$ cat config.mk
export PLATFORM = sky130hd
export DESIGN_NAME = vc_tx_arbiter
export DESIGN_NICKNAME = d
export VERILOG_FILES = /design/src/rtl/vc_tx_arbiter.sv
export SDC_FILE = /design/constraint.sdc
export NUM_CORES = 1
export LEC_CHECK = 0
export BUFFER_PORTS_ARGS = -buffer_cell sky130_fd_sc_hd__buf_4
export CELL_PAD_IN_SITES_DETAIL_PLACEMENT = 0
export CELL_PAD_IN_SITES_GLOBAL_PLACEMENT = 1
export CORE_AREA = 10 10 274 276
export DETAILED_ROUTE_END_ITERATION = 8
export DIE_AREA = 0 0 284 286
export PLACE_DENSITY_LB_ADDON = 0.1
export SYNTH_ARGS = -nofsm -noshare
export SYNTH_HDL_FRONTEND = slang
export SYNTH_SLANG_ARGS = --single-unit
export TNS_END_PERCENT = 50
$ cat constraint.sdc
create_clock -name clk -period 22.4 [get_ports clk]
set_input_delay 6.72 -clock clk [delete_from_list [all_inputs] [get_ports clk]]
set_output_delay 6.72 -clock clk [all_outputs]
set_load 0.05 [all_outputs]
$ cat src/rtl/vc_tx_arbiter.sv
// VC TX arbiter: stages the head TLP of each per-VC TX FIFO, checks it against
// link-partner flow-control credits and round-robins eligible VCs onto a
// single registered valid/ready output toward the data-link layer.
module vc_tx_arbiter #(
    parameter int unsigned DATA_WIDTH = 224,
    parameter int unsigned HDR_CW     = 8,
    parameter int unsigned DATA_CW    = 12
) (
    input  logic                  clk,
    input  logic                  rst_n,
    input  logic                  vc0_empty,
    output logic                  vc0_rd_en,
    input  logic [DATA_WIDTH-1:0] vc0_rd_data,
    input  logic                  vc1_empty,
    output logic                  vc1_rd_en,
    input  logic [DATA_WIDTH-1:0] vc1_rd_data,
    input  logic [HDR_CW-1:0]     vc0_hdr_limit,
    input  logic [DATA_CW-1:0]    vc0_data_limit,
    input  logic [HDR_CW-1:0]     vc1_hdr_limit,
    input  logic [DATA_CW-1:0]    vc1_data_limit,
    output logic                  out_valid,
    input  logic                  out_ready,
    output logic [DATA_WIDTH-1:0] out_data,
    output logic                  out_vc
);

    // Half the modular credit space: differences up to this count as "enough".
    localparam logic [HDR_CW-1:0]  HdrHalf  = HDR_CW'(1) << (HDR_CW - 1);
    localparam logic [DATA_CW-1:0] DataHalf = DATA_CW'(1) << (DATA_CW - 1);

    logic [1:0]            empty;
    logic [DATA_WIDTH-1:0] rd_data    [2];
    logic [HDR_CW-1:0]     hdr_limit  [2];
    logic [DATA_CW-1:0]    data_limit [2];

    logic [1:0]            stage_valid_q, stage_valid_d;
    logic [HDR_CW-1:0]     hdr_cons_q  [2];
    logic [HDR_CW-1:0]     hdr_cons_d  [2];
    logic [DATA_CW-1:0]    data_cons_q [2];
    logic [DATA_CW-1:0]    data_cons_d [2];
    logic                  last_grant_q, last_grant_d;
    logic                  out_valid_q, out_valid_d;
    logic [DATA_WIDTH-1:0] out_data_q, out_data_d;
    logic                  out_vc_q, out_vc_d;

    logic [DATA_CW-1:0]    req       [2];
    logic [HDR_CW-1:0]     hdr_room  [2];
    logic [DATA_CW-1:0]    data_room [2];
    logic [1:0]            eligible;
    logic [1:0]            grant;
    logic [1:0]            rd_en;
    logic                  free;

    // Data credits needed by an entry: ceil(length_dw / 4), length 0 meaning 1024.
    function automatic logic [DATA_CW-1:0] data_req(input logic [DATA_WIDTH-1:0] entry);
        logic [10:0] len;
        logic [10:0] rounded;
        len = (entry[DATA_WIDTH-2 -: 10] == 10'd0) ? 11'd1024 : {1'b0, entry[DATA_WIDTH-2 -: 10]};
        rounded = (len + 11'd3) >> 2;
        return entry[DATA_WIDTH-1] ? DATA_CW'(rounded) : '0;
    endfunction

    // Gather per-VC inputs into arrays so the rest of the logic can loop over VCs.
    always_comb begin
        empty         = {vc1_empty, vc0_empty};
        rd_data[0]    = vc0_rd_data;
        rd_data[1]    = vc1_rd_data;
        hdr_limit[0]  = vc0_hdr_limit;
        hdr_limit[1]  = vc1_hdr_limit;
        data_limit[0] = vc0_data_limit;
        data_limit[1] = vc1_data_limit;
    end

    // Credit check of each staged TLP using modular distance to the limit.
    always_comb begin
        eligible = '0;
        for (int i = 0; i < 2; i++) begin
            req[i]       = data_req(rd_data[i]);
            hdr_room[i]  = hdr_limit[i] - (hdr_cons_q[i] + HDR_CW'(1));
            data_room[i] = data_limit[i] - (data_cons_q[i] + req[i]);
            eligible[i]  = stage_valid_q[i] && (hdr_room[i] <= HdrHalf)
                           && (data_room[i] <= DataHalf);
        end
    end

    // Round-robin grant, only when the output register can take a new TLP.
    always_comb begin
        free  = !out_valid_q || out_ready;
        grant = 2'b00;
        if (free) begin
            if (eligible == 2'b11) begin
                grant = last_grant_q ? 2'b01 : 2'b10;
            end else begin
                grant = eligible;
            end
        end
        // Pop to fill an empty stage or to refill the one being granted.
        for (int i = 0; i < 2; i++) begin
            rd_en[i] = rst_n && !empty[i] && (!stage_valid_q[i] || grant[i]);
        end
    end

    // Next-state for stages, credit counters, arbitration pointer and output register.
    always_comb begin
        last_grant_d = last_grant_q;
        out_valid_d  = out_valid_q;
        out_data_d   = out_data_q;
        out_vc_d     = out_vc_q;
        for (int i = 0; i < 2; i++) begin
            stage_valid_d[i] = rd_en[i] ? 1'b1 : (grant[i] ? 1'b0 : stage_valid_q[i]);
            hdr_cons_d[i]    = grant[i] ? hdr_cons_q[i] + HDR_CW'(1) : hdr_cons_q[i];
            data_cons_d[i]   = grant[i] ? data_cons_q[i] + req[i] : data_cons_q[i];
        end
        if (grant != 2'b00) begin
            last_grant_d = grant[1];
            out_valid_d  = 1'b1;
            out_data_d   = rd_data[grant[1]];
            out_vc_d     = grant[1];
        end else if (free) begin
            out_valid_d  = 1'b0;
        end
    end

    // State registers; last_grant resets to VC1 so VC0 wins the first tie.
    always_ff @(posedge clk or negedge rst_n) begin
        if (!rst_n) begin
            stage_valid_q <= '0;
            for (int i = 0; i < 2; i++) begin
                hdr_cons_q[i]  <= '0;
                data_cons_q[i] <= '0;
            end
            last_grant_q  <= 1'b1;
            out_valid_q   <= 1'b0;
            out_data_q    <= '0;
            out_vc_q      <= 1'b0;
        end else begin
            stage_valid_q <= stage_valid_d;
            for (int i = 0; i < 2; i++) begin
                hdr_cons_q[i]  <= hdr_cons_d[i];
                data_cons_q[i] <= data_cons_d[i];
            end
            last_grant_q  <= last_grant_d;
            out_valid_q   <= out_valid_d;
            out_data_q    <= out_data_d;
            out_vc_q      <= out_vc_d;
        end
    end

    assign vc0_rd_en = rd_en[0];
    assign vc1_rd_en = rd_en[1];
    assign out_valid = out_valid_q;
    assign out_data  = out_data_q;
    assign out_vc    = out_vc_q;

endmodule

==> results of run 1 <==
==> worst max-delay path, stage by stage <==
cell	delay (ns)
buf_4	0.12
nor2_1	0.16
nor2b_1	0.12
nor3b_1	0.27
ha_1	0.21
inv_1	0.05
fa_1	0.40
nor2b_1	0.12
o21ai_0	0.10
a21boi_0	0.19
o21ai_0	0.14
a21boi_0	0.20
o21ai_0	0.12
a21boi_0	0.27
o21ai_0	0.15
xor2_1	0.18
ha_1	0.38
nor2b_1	0.07
nor4b_1	0.27
o211ai_1	0.14
nor4_1	0.31
o2111ai_1	0.39
a211oi_4	0.39
buf_12	0.50
nand2_1	0.67
a21oi_1	0.30
buf_4	0.22
==> metrics by stage <==
stage	cell area, µm²	setup WS [ns]
3_3_place_gp	22400	2.48
5_1_grt	23700	1.87
4_1_cts	23600	2.27
2_1_floorplan	16300	3.80
6_report	23700	2.48
3_5_place_dp	22400	2.28
==> layer usage <==
layer / vias up / wire (µm) / GRT usage
li1: 7715 / - / -
met1: 8787 / 35700 / 0.246
met2: 686 / 46000 / 0.370
met3: 114 / 8960 / 0.0884
met4: 18 / 2070 / 0.0553
met5: - / 126 / 0
==> synth_stat cells, types with 28 or more instances <==
master and instances:
inv_1 49, clkbuf_1 130, xor2_1 28, buf_2 43
a2bb2oi_1 222, a21oi_1 31, nor2_1 29, ha_1 56
o21ai_0 257, dfrtp_1 268, xnor2_1 58, a32oi_1 227
==> sequential cells by signal (all words and copies together), names as in the netlist <==
| name | cells |
|---|---|
| out_data | 224 |
| data_cons_q | 24 |
| hdr_cons_q | 16 |
| stage_valid_q | 2 |
| last_grant_q | 1 |
| out_valid | 1 |
| out_vc | 1 |
==> cells by family (layout without fill, tap and decap cells) <==
group / Yosys count / count (layout) / synth area share
and+or+nand+nor: 172 / 172 / 0.0564
DFF: 269 / 269 / 0.414
AOI/OAI and AO/OA: 806 / 806 / 0.365
other: 0 / 15 / 0
xor gates and xnor gates: 86 / 86 / 0.0463
buffers and inverters: 227 / 864 / 0.0556
adders and majority gates: 62 / 62 / 0.0504
muxes: 21 / 21 / 0.0131
==> layout make-up <==
cell class | count | area (µm²) | share of cell area
Multi-Input combinational cell | 1147 | 8710 | 0.368
Sequential cell | 269 | 6730 | 0.284
Timing Repair Buffer | 745 | 5610 | 0.237
Tap cell | 940 | 1180 | 0.0497
Clock buffer | 62 | 1170 | 0.0496
Inverter | 49 | 184 | 0.00777
Clock inverter | 8 | 55.1 | 0.00232
Antenna cell | 15 | 37.5 | 0.00158
==> path summary, 6_finish.rpt <==
kind | start | slack, ns | endpoint
worst max-delay path | vc0_rd_data[213] | 2.48 | vc0_rd_en
worst min-delay path | data_cons_q[11]$_DFFE_PN0P_ | 0.49 | data_cons_q[11]$_DFFE_PN0P_
worst max register to register | data_cons_q[12]$_DFFE_PN0P_ | 15.00 | out_data[116]$_DFFE_PN0P_
worst min register to register | data_cons_q[11]$_DFFE_PN0P_ | 0.49 | data_cons_q[11]$_DFFE_PN0P_
max in group asynchronous | rst_n | 14.30 | out_data[29]$_DFFE_PN0P_
min in group asynchronous | rst_n | 6.09 | out_data[91]$_DFFE_PN0P_
==> report_power, final <==
group / total [mW] / internal, mW / switching [mW] / leakage [nW]
sequential: 0.897 / 0.755 / 0.142 / 3.15
combinational: 3.08 / 1.01 / 2.07 / 6.67
clock: 0.611 / 0.359 / 0.253 / 0.608
total: 4.59 / 2.12 / 2.47 / 10.4
==> flow_summary_export.csv, run 1 <==
group,metric,value,unit
sta,hold-worst-slack,0.486,ns
route,remaining_drc_errors,0,
clocking,cts_root_buf,"clkbuf_16",
route,viasPerCell,5.35,
logic_synthesis,synth_top_area_share,0.412,
floorplanning,std_cell_rows,97,
sta,period_share,0.889,
floorplanning,initial_utilization,0.234,
clocking,post_cts_buffers,0,
sta,slew_headroom,0.247,
logic_synthesis,synthTopCellsByArea,"dfrtp_1, a32oi_1, a2bb2oi_1",
global_route,grt_overflow,0,
worst_hold_path,hp-class,"flip-flop to flip-flop",
clocking,cts_tree,"yes",
logic_synthesis,synth-main-ff-cell,"dfrtp_1",
clocking,cts_resized,0,
sta,rsz0062_at_grt,"false",
pwr,p_per_area,194,nW/µm²
route,drt_iter0_drc,1041,
layout,final_cells,3235,
layout,fin_util,0.341,
pwr,ir_drop,0.110,mV
placed_design,port_buffers,720,
global_route,grt_pass1_vias,18000,
critical_path,required,15.68,ns
sta,worstMarginPinSlew,1.13,ns
layout,nets,2806,
run_status,outcome,"finished clean",
clocking,insertion_delay,0.57,ns
logic_synthesis,synth_area_leader_cell,"dfrtp_1",
placed_design,place_hpwl,66200,µm
critical_path,cp-start-kind,"input port",
floorplanning,core_region_area,69500,µm²
pwr,p_total,4.59,mW
logic_synthesis,async_flop_share,1.00,
critical_path,arrival,13.20,ns
worst_hold_path,whs_path_depth,1,
route,wirelength,92800,µm
global_route,track_usage,0.216,
logic_synthesis,netlist_instances,1643,
layout,fillCellCount,7276,
layout,final_cell_mix,"buf_4, dfrtp_1, o21ai_0, a32oi_1, a2bb2oi_1",
global_route,antenna_found_initial,24,
logic_synthesis,yosys_register_bits,269,
placed_design,place.gp.congestion,0.847,
logic_synthesis,ys_warn_count,0,
clocking,cts.sinks,269,
critical_path,path_max_fanout,159,
logic_synthesis,ys_types,61,
route,vias,17300,
floorplanning,die_w,284,µm
clocking,clockBufferDepth,3,
layout,syn_to_final_growth,45.5,%
pwr,leakage,10.4,nW
placed_design,place_inst,3150,
critical_path,worstRegToRegCells,23,
sta,skew,0.0209,ns
clocking,postCtsHoldBufs,0,
layout,drive_gt1_frac,0.360,
sta,min_period,19.92,ns
layout,final_common_cell,"buf_4",
clocking,cts_buffers,39,
logic_synthesis,seq_area_frac_synth,0.414,
sta,maxSlewViolCount,0,
clocking,ctsHtreeMaxLevel,2,
logic_synthesis,syn_nets,2198,
clocking,clk_pin_slew,0.05,ns
critical_path,crit_path_end_kind,"output port",
sta,finalSetupViolations,0,
floorplanning,dieArea,81200,µm²
logic_synthesis,synth_area,16300,µm²
sta,fmax,0.0502,GHz
floorplanning,die_y,286,µm
logic_synthesis,synth_edf_count,0,
global_route,grt_max_degree,160,
global_route,grt_pass1_wl,133000,µm
critical_path,critPathKind,"input port to output port",
route,wl_per_cell,28.7,µm
logic_synthesis,synth_area_per_cell,9.91,µm²
route,drtPass1Iterations,5,
floorplanning,ios,721,
flow_run,maxCapViolCount,0,
sta,hold_viol,0,
route,ant_nets,0,
sta,setup_tns,0,ns
Power figures use the tool's default switching activity.
==> run 2: changes to the inputs <==
CAP_MARGIN = 20   (was unset)
GPL_TIMING_DRIVEN = 0   (was unset)
==> run 2 against run 1 <==
Effect of this change: clock-buffer cell count fell by 8; non-clock buffer count rose by 155; first-iteration DRC count fell by 15%; critical path depth rose by 2; setup slack got worse by 0.14 ns; worst hold slack got worse by 0.0011 ns; core utilization rose by 0.76 points; sequential power rose by 0.7%; sequential share of layout area fell by 0.62 points; combinational power rose by 3%.
==> flow_summary_export.csv, run 2 (synthesis results as in run 1) <==
group,metric,value,unit
global_route,grt_max_degree,96,
critical_path,critPathTopFamily,"compound AO/OA/AOI/OAI gates",
floorplanning,ios,721,
clocking,clk_pin_slew,0.06,ns
sta,worst_slack,2.34,ns
critical_path,crit_start,"vc0_rd_data[213]",
sta,fmax,0.0499,GHz
layout,multi_input_area,8640,µm²
floorplanning,initial_utilization,0.234,
critical_path,crit_buf_inv,6,
sta,finalSetupViolations,0,
global_route,grt_overflow,0,
sta,rsz0062_at_grt,"false",
clocking,postCtsHoldBufs,0,
route,vias,17800,
route,wl_per_cell,29.0,µm
layout,final_cell_mix,"buf_4, dfrtp_1, o21ai_0, a32oi_1, a2bb2oi_1",
layout,seqCellArea,6730,µm²
clocking,cts_buffers,38,
critical_path,cpMostUsedCell,"o21ai_0",
sta,min_period,20.06,ns
pwr,seq_power_share,0.193,
placed_design,postPlaceCellArea,22900,µm²
critical_path,path_max_fanout,10,
sta,worstMarginPinSlew,1.01,ns
critical_path,cpMaxStageDelayCell,"buf_2",
placed_design,place.gp.congestion,0.885,
pwr,leakage,10.7,nW
floorplanning,die_y,286,µm
critical_path,cp_num_cells,29,
floorplanning,dieArea,81200,µm²
worst_hold_path,hp-class,"flip-flop to flip-flop",
critical_path,crit_end,"vc1_rd_en",
critical_path,slowest_delay,0.44,ns
clocking,clockBufferDepth,3,
clocking,cts_root_buf,"clkbuf_16",
floorplanning,die_w,284,µm
flow_run,maxCapViolCount,0,
layout,drive_gt1_frac,0.346,
clocking,post_cts_buffers,0,
global_route,grt_pass1_wl,139000,µm
clocking,insertion_delay,0.56,ns
placed_design,place_hpwl,79300,µm
clocking,cts_resized,0,
critical_path,arrival,13.34,ns
route,ant_nets,0,
critical_path,critPathKind,"input port to output port",
pwr,swShare,0.538,
global_route,grt_pass1_vias,19000,
route,viasPerCell,5.24,
pwr,p_total,4.69,mW
layout,nets,2960,
floorplanning,core_region_area,69500,µm²
pwr,p_per_area,194,nW/µm²
layout,final_common_cell,"buf_4",
placed_design,port_buffers,720,
floorplanning,std_cell_rows,97,
critical_path,worstRegToRegCells,23,
sta,setup_tns,0,ns
run_status,outcome,"finished clean",
global_route,track_usage,0.230,
layout,syn_to_final_growth,48.7,%
critical_path,r2r_setup_slack,15.95,ns
route,remaining_drc_errors,0,
placed_design,place_ws,2.19,ns
sta,period_share,0.895,
route,drt_iter0_drc,883,
critical_path,cp-start-kind,"input port",
critical_path,reg2reg_from,"data_cons_q[12]$_DFFE_PN0P_",
pwr,p_clk_frac,0.132,
clocking,ctsHtreeMaxLevel,2,
pwr,internal_power,2.16,mW
layout,fillCellCount,7406,
pwr,combPwrFrac,0.675,
layout,fin_area,24200,µm²
sta,hold-worst-slack,0.485,ns
route,wirelength,98400,µm
layout,largest_reg_flops,224,
clocking,cts_tree,"yes",
clocking,cts.sinks,269,
pwr,ir_drop,0.0889,mV
global_route,antenna_found_initial,24,
sta,hold_viol,0,
critical_path,r2r_end,"out_data[0]$_DFFE_PN0P_",
critical_path,required,15.68,ns
sta,slew_headroom,0.328,
route,drtPass1Iterations,5,
sta,skew,0.0257,ns
pwr,p_switching,2.52,mW
critical_path,crit_path_end_kind,"output port",
sta,maxSlewViolCount,0,
-- run 2: changes by cell type in the layout (fill, tap and decap cells not counted), sizes merged --
cell	before	now
clkbuf	62	184
diode	15	18
clkinvlp	0	1
buf	745	770
clkinv	7	8
inv	50	49
bufinv	0	2
-- run 2: power groups by stage --
stage | clock (mW) | sequential (mW) | combinational, mW
6_report | 0.619 | 0.903 | 3.17
5_1_grt | 0.655 | 0.932 | 3.42
4_1_cts | 0.636 | 0.903 | 3.20
3_5_place_dp | 0 | 0.905 | 3.20
3_3_place_gp | 0 | 0.901 | 3.17
2_1_floorplan | 0 | 1.62 | 1.36
-- run 2: layout make-up --
type / instances / share of cell area
buffer: 178 / 0.0298
inverter: 49 / 0.00760
clock inverter: 11 / 0.00491
antenna: 18 / 0.00186
timing repair buffer: 722 / 0.226
multi-input combinational: 1147 / 0.357
clock buffer: 54 / 0.0463
sequential: 269 / 0.278
tap: 940 / 0.0486
-- run 2: per-layer routing --
layer / vias to the layer above / wire length (µm) / part of all wire / global-route usage
met5: - / 103 / 0.0010 / 0
met1: 8853 / 37700 / 0.38 / 0.259
met4: 14 / 2080 / 0.021 / 0.0691
met2: 736 / 49800 / 0.51 / 0.407
met3: 108 / 8730 / 0.089 / 0.0787
li1: 8047 / - / - / -
-- run 2: per-stage QoR --
step	instances	util
5_1_grt	3385	0.348
3_5_place_dp	3305	0.330
2_1_floorplan	1643	-
3_3_place_gp	3303	0.329
4_1_cts	3370	0.347
6_report	3388	0.348
-- run 2: how the worst min path moves through the flow --
stage | startpoint | end | cells past startpoint
after floorplan | data_cons_q[7]$_DFFE_PN0P_ | data_cons_q[7]$_DFFE_PN0P_ | 1
after global placement | data_cons_q[7]$_DFFE_PN0P_ | data_cons_q[7]$_DFFE_PN0P_ | 1
after detailed placement | out_vc$_DFFE_PN0P_ | out_vc$_DFFE_PN0P_ | 1
after CTS | out_vc$_DFFE_PN0P_ | out_vc$_DFFE_PN0P_ | 1
after global routing | hdr_cons_q[15]$_DFFE_PN0P_ | hdr_cons_q[15]$_DFFE_PN0P_ | 1
final | out_vc$_DFFE_PN0P_ | out_vc$_DFFE_PN0P_ | 1
-- run 2: worst reg2reg max path, stage by stage (launching register included) --
cell       delay [ns]
dfrtp_1          0.34
ha_1             0.17
inv_1            0.06
fa_1             0.41
nor2b_1          0.12
o21ai_0          0.11
a21boi_0         0.20
o21ai_0          0.13
a21boi_0         0.19
o21ai_0          0.13
a21boi_0         0.29
o21ai_0          0.15
xor2_1           0.18
ha_1             0.38
nor2b_1          0.08
nor4b_1          0.27
o211ai_1         0.13
nor4_1           0.32
o2111ai_1        0.43
a211oi_2         0.90
buf_2            0.48
clkbuf_1         0.51
a32oi_1          0.25
a2bb2oi_1        0.17
==> run 3: changes to the inputs <==
ABC_AREA = 1   (was unset)
CORE_AREA = 10 10 269 271   (was 10 10 274 276)
DIE_AREA = 0 0 279 281   (was 0 0 284 286)
GPL_TIMING_DRIVEN = unset   (was 0)
==> run 3 against run 2 <==
Effect of this change: critical endpoint unchanged; core utilization up 2.8 points; via count up 9.5%; register-to-register slack worse by 0.73 ns; critical path type unchanged; fmax up 3.5%; power down 18%.
==> flow_summary_export.csv, run 3 <==
group,metric,value,unit
clocking,clockBufferDepth,3,
logic_synthesis,ys_types,39,
sta,period_share,0.865,
placed_design,place_hpwl,68500,µm
clocking,insertion_delay,0.56,ns
placed_design,place_inst,4174,
clocking,post_cts_buffers,0,
layout,syn_to_final_growth,41.1,%
sta,setup_tns,0,ns
critical_path,worstRegToRegCells,26,
route,vias,19500,
pwr,p_per_area,153,nW/µm²
clocking,cts_tree,"yes",
logic_synthesis,synthSimpleGateAreaFrac,0.365,
global_route,grt_overflow,0,
global_route,grt_max_degree,195,
logic_synthesis,post-synth-top-count-cell,"nand2_1",
logic_synthesis,synthAdderAreaFrac,0.0461,
critical_path,cp-start-kind,"input port",
logic_synthesis,syn_nets,3252,
run_status,outcome,"finished clean",
clocking,cts_root_buf,"clkbuf_16",
floorplanning,dieArea,78400,µm²
sta,slew_headroom,0.263,
floorplanning,die_y,281,µm
logic_synthesis,yosys_register_bits,269,
critical_path,slowest_delay,0.60,ns
layout,nets,3897,
placed_design,port_buffers,720,
logic_synthesis,ys_warn_count,0,
sta,fmax,0.0516,GHz
logic_synthesis,synth_area_per_cell,6.61,µm²
route,viasPerCell,4.57,
route,ant_nets,0,
logic_synthesis,seq_area_frac_synth,0.378,
layout,largest_reg_flops,224,
logic_synthesis,netlist_instances,2697,
critical_path,cpMostUsedCell,"nand2_1",
layout,drive_gt1_frac,0.240,
critical_path,crit_path_end_kind,"output port",
logic_synthesis,synth_xor_area_frac,0.0182,
route,drtPass1Iterations,6,
sta,worstMarginPinSlew,1.11,ns
route,wl_per_cell,21.1,µm
critical_path,arrival,12.65,ns
sta,skew,0.0248,ns
clocking,cts_resized,0,
clocking,cts.sinks,269,
logic_synthesis,synth_compound_area_frac,0.0357,
floorplanning,ios,721,
global_route,grt_pass1_vias,19500,
global_route,antenna_found_initial,22,
pwr,p_total,3.85,mW
floorplanning,die_w,279,µm
critical_path,required,15.68,ns
placed_design,place.gp.congestion,0.842,
logic_synthesis,synth_edf_count,0,
route,drt_iter0_drc,1173,
route,remaining_drc_errors,0,
layout,final_cells,4255,
sta,hold_viol,0,
sta,maxSlewViolCount,0,
pwr,ir_drop,0.0759,mV
layout,fin_util,0.376,
clocking,postCtsHoldBufs,0,
floorplanning,initial_utilization,0.267,
logic_synthesis,synthMuxAreaShare,0,
global_route,track_usage,0.219,
logic_synthesis,synth-main-ff-cell,"dfrtp_1",
layout,final_common_cell,"nand2_1",
route,wirelength,89900,µm
floorplanning,core_region_area,66800,µm²
clocking,cts_buffers,38,
logic_synthesis,synthTopCellsByArea,"dfrtp_1, nand2_1, nand3_1",
logic_synthesis,synth_area_leader_cell,"dfrtp_1",
critical_path,path_max_fanout,74,
clocking,clk_pin_slew,0.06,ns
floorplanning,std_cell_rows,95,
logic_synthesis,synth_top_area_share,0.376,
logic_synthesis,synth_area,17800,µm²
logic_synthesis,async_flop_share,1.00,
clocking,ctsHtreeMaxLevel,2,
worst_hold_path,hp-class,"flip-flop to flip-flop",
sta,rsz0062_at_grt,"false",
critical_path,critPathKind,"input port to output port",
critical_path,cpMaxStageDelayCell,"buf_4",
logic_synthesis,synth_top_family_by_area,"simple AND/OR/NAND/NOR gates",
sta,min_period,19.37,ns
sta,finalSetupViolations,0,
logic_synthesis,synth_common_cells,"nand2_1, inv_1, nand3_1",
global_route,grt_pass1_wl,131000,µm
pwr,leakage,15.0,nW
layout,final_cell_mix,"nand2_1, buf_4, inv_1, nand3_1, dfrtp_1",
worst_hold_path,whs_path_depth,2,
flow_run,maxCapViolCount,0,
## run 3: where the power goes
part / switching [mW] / leakage (nW) / internal, mW / total, mW
Sequential: 0.143 / 3.33 / 0.719 / 0.862
Combinational: 1.70 / 11.0 / 0.663 / 2.36
Clock: 0.244 / 0.635 / 0.386 / 0.630
## run 3: area by class of cell
class                      count  area, µm²
fill                        7401      41700
multi-input combinational   1736       8310
sequential                   269       6730
timing repair buffer         736       5580
inverter                     561       2110
clock buffer                  64       1240
tap                          873       1090
clock inverter                 4       51.3
antenna                       12       30.0
## run 3: metal layers
metal / global-route usage / share of wire
met5: 0 / 0.0014
met2: 0.380 / 0.50
met3: 0.0727 / 0.082
met1: 0.251 / 0.39
met4: 0.0659 / 0.020
## run 3: worst max-delay path, delay by kind of cell
kind / cells / cell delay, ns
AND/OR/NAND/NOR: 19 / 2.65
buffers and inverters: 8 / 1.25
XOR/XNOR: 1 / 0.18
adder cells (fa/ha/maj): 2 / 0.68
AO/OA/AOI/OAI: 4 / 1.05
## run 3: stage by stage
stage | setup slack (ns) | cell area, µm² | hold WS (ns)
finish | 3.03 | 25100 | 0.479
global route | 2.40 | 25100 | 0.495
CTS | 3.00 | 25100 | 0.483
detailed placement | 3.02 | 23800 | 0.467
global placement | 3.09 | 23800 | 0.464
floorplan | 4.48 | 17800 | 0.448
## run 3: worst paths after layout
kind	start	to	slack [ns]
min reg2reg	out_data[24]$_DFFE_PN0P_	out_data[24]$_DFFE_PN0P_	0.48
max reg2reg	data_cons_q[3]$_DFFE_PN0P_	out_data[47]$_DFFE_PN0P_	15.22
max in group asynchronous	rst_n	out_data[78]$_DFFE_PN0P_	14.49
max	vc1_rd_data[214]	vc1_rd_en	3.03
min	out_data[24]$_DFFE_PN0P_	out_data[24]$_DFFE_PN0P_	0.48
min in group asynchronous	rst_n	out_data[1]$_DFFE_PN0P_	6.03
## run 3: logic make-up after synthesis
group / Yosys count
and+or+nand+nor: 1523
DFF: 269
buffers and inverters: 692
adders and majority gates: 62
AOI/OAI and AO/OA: 114
xor gates and xnor gates: 37
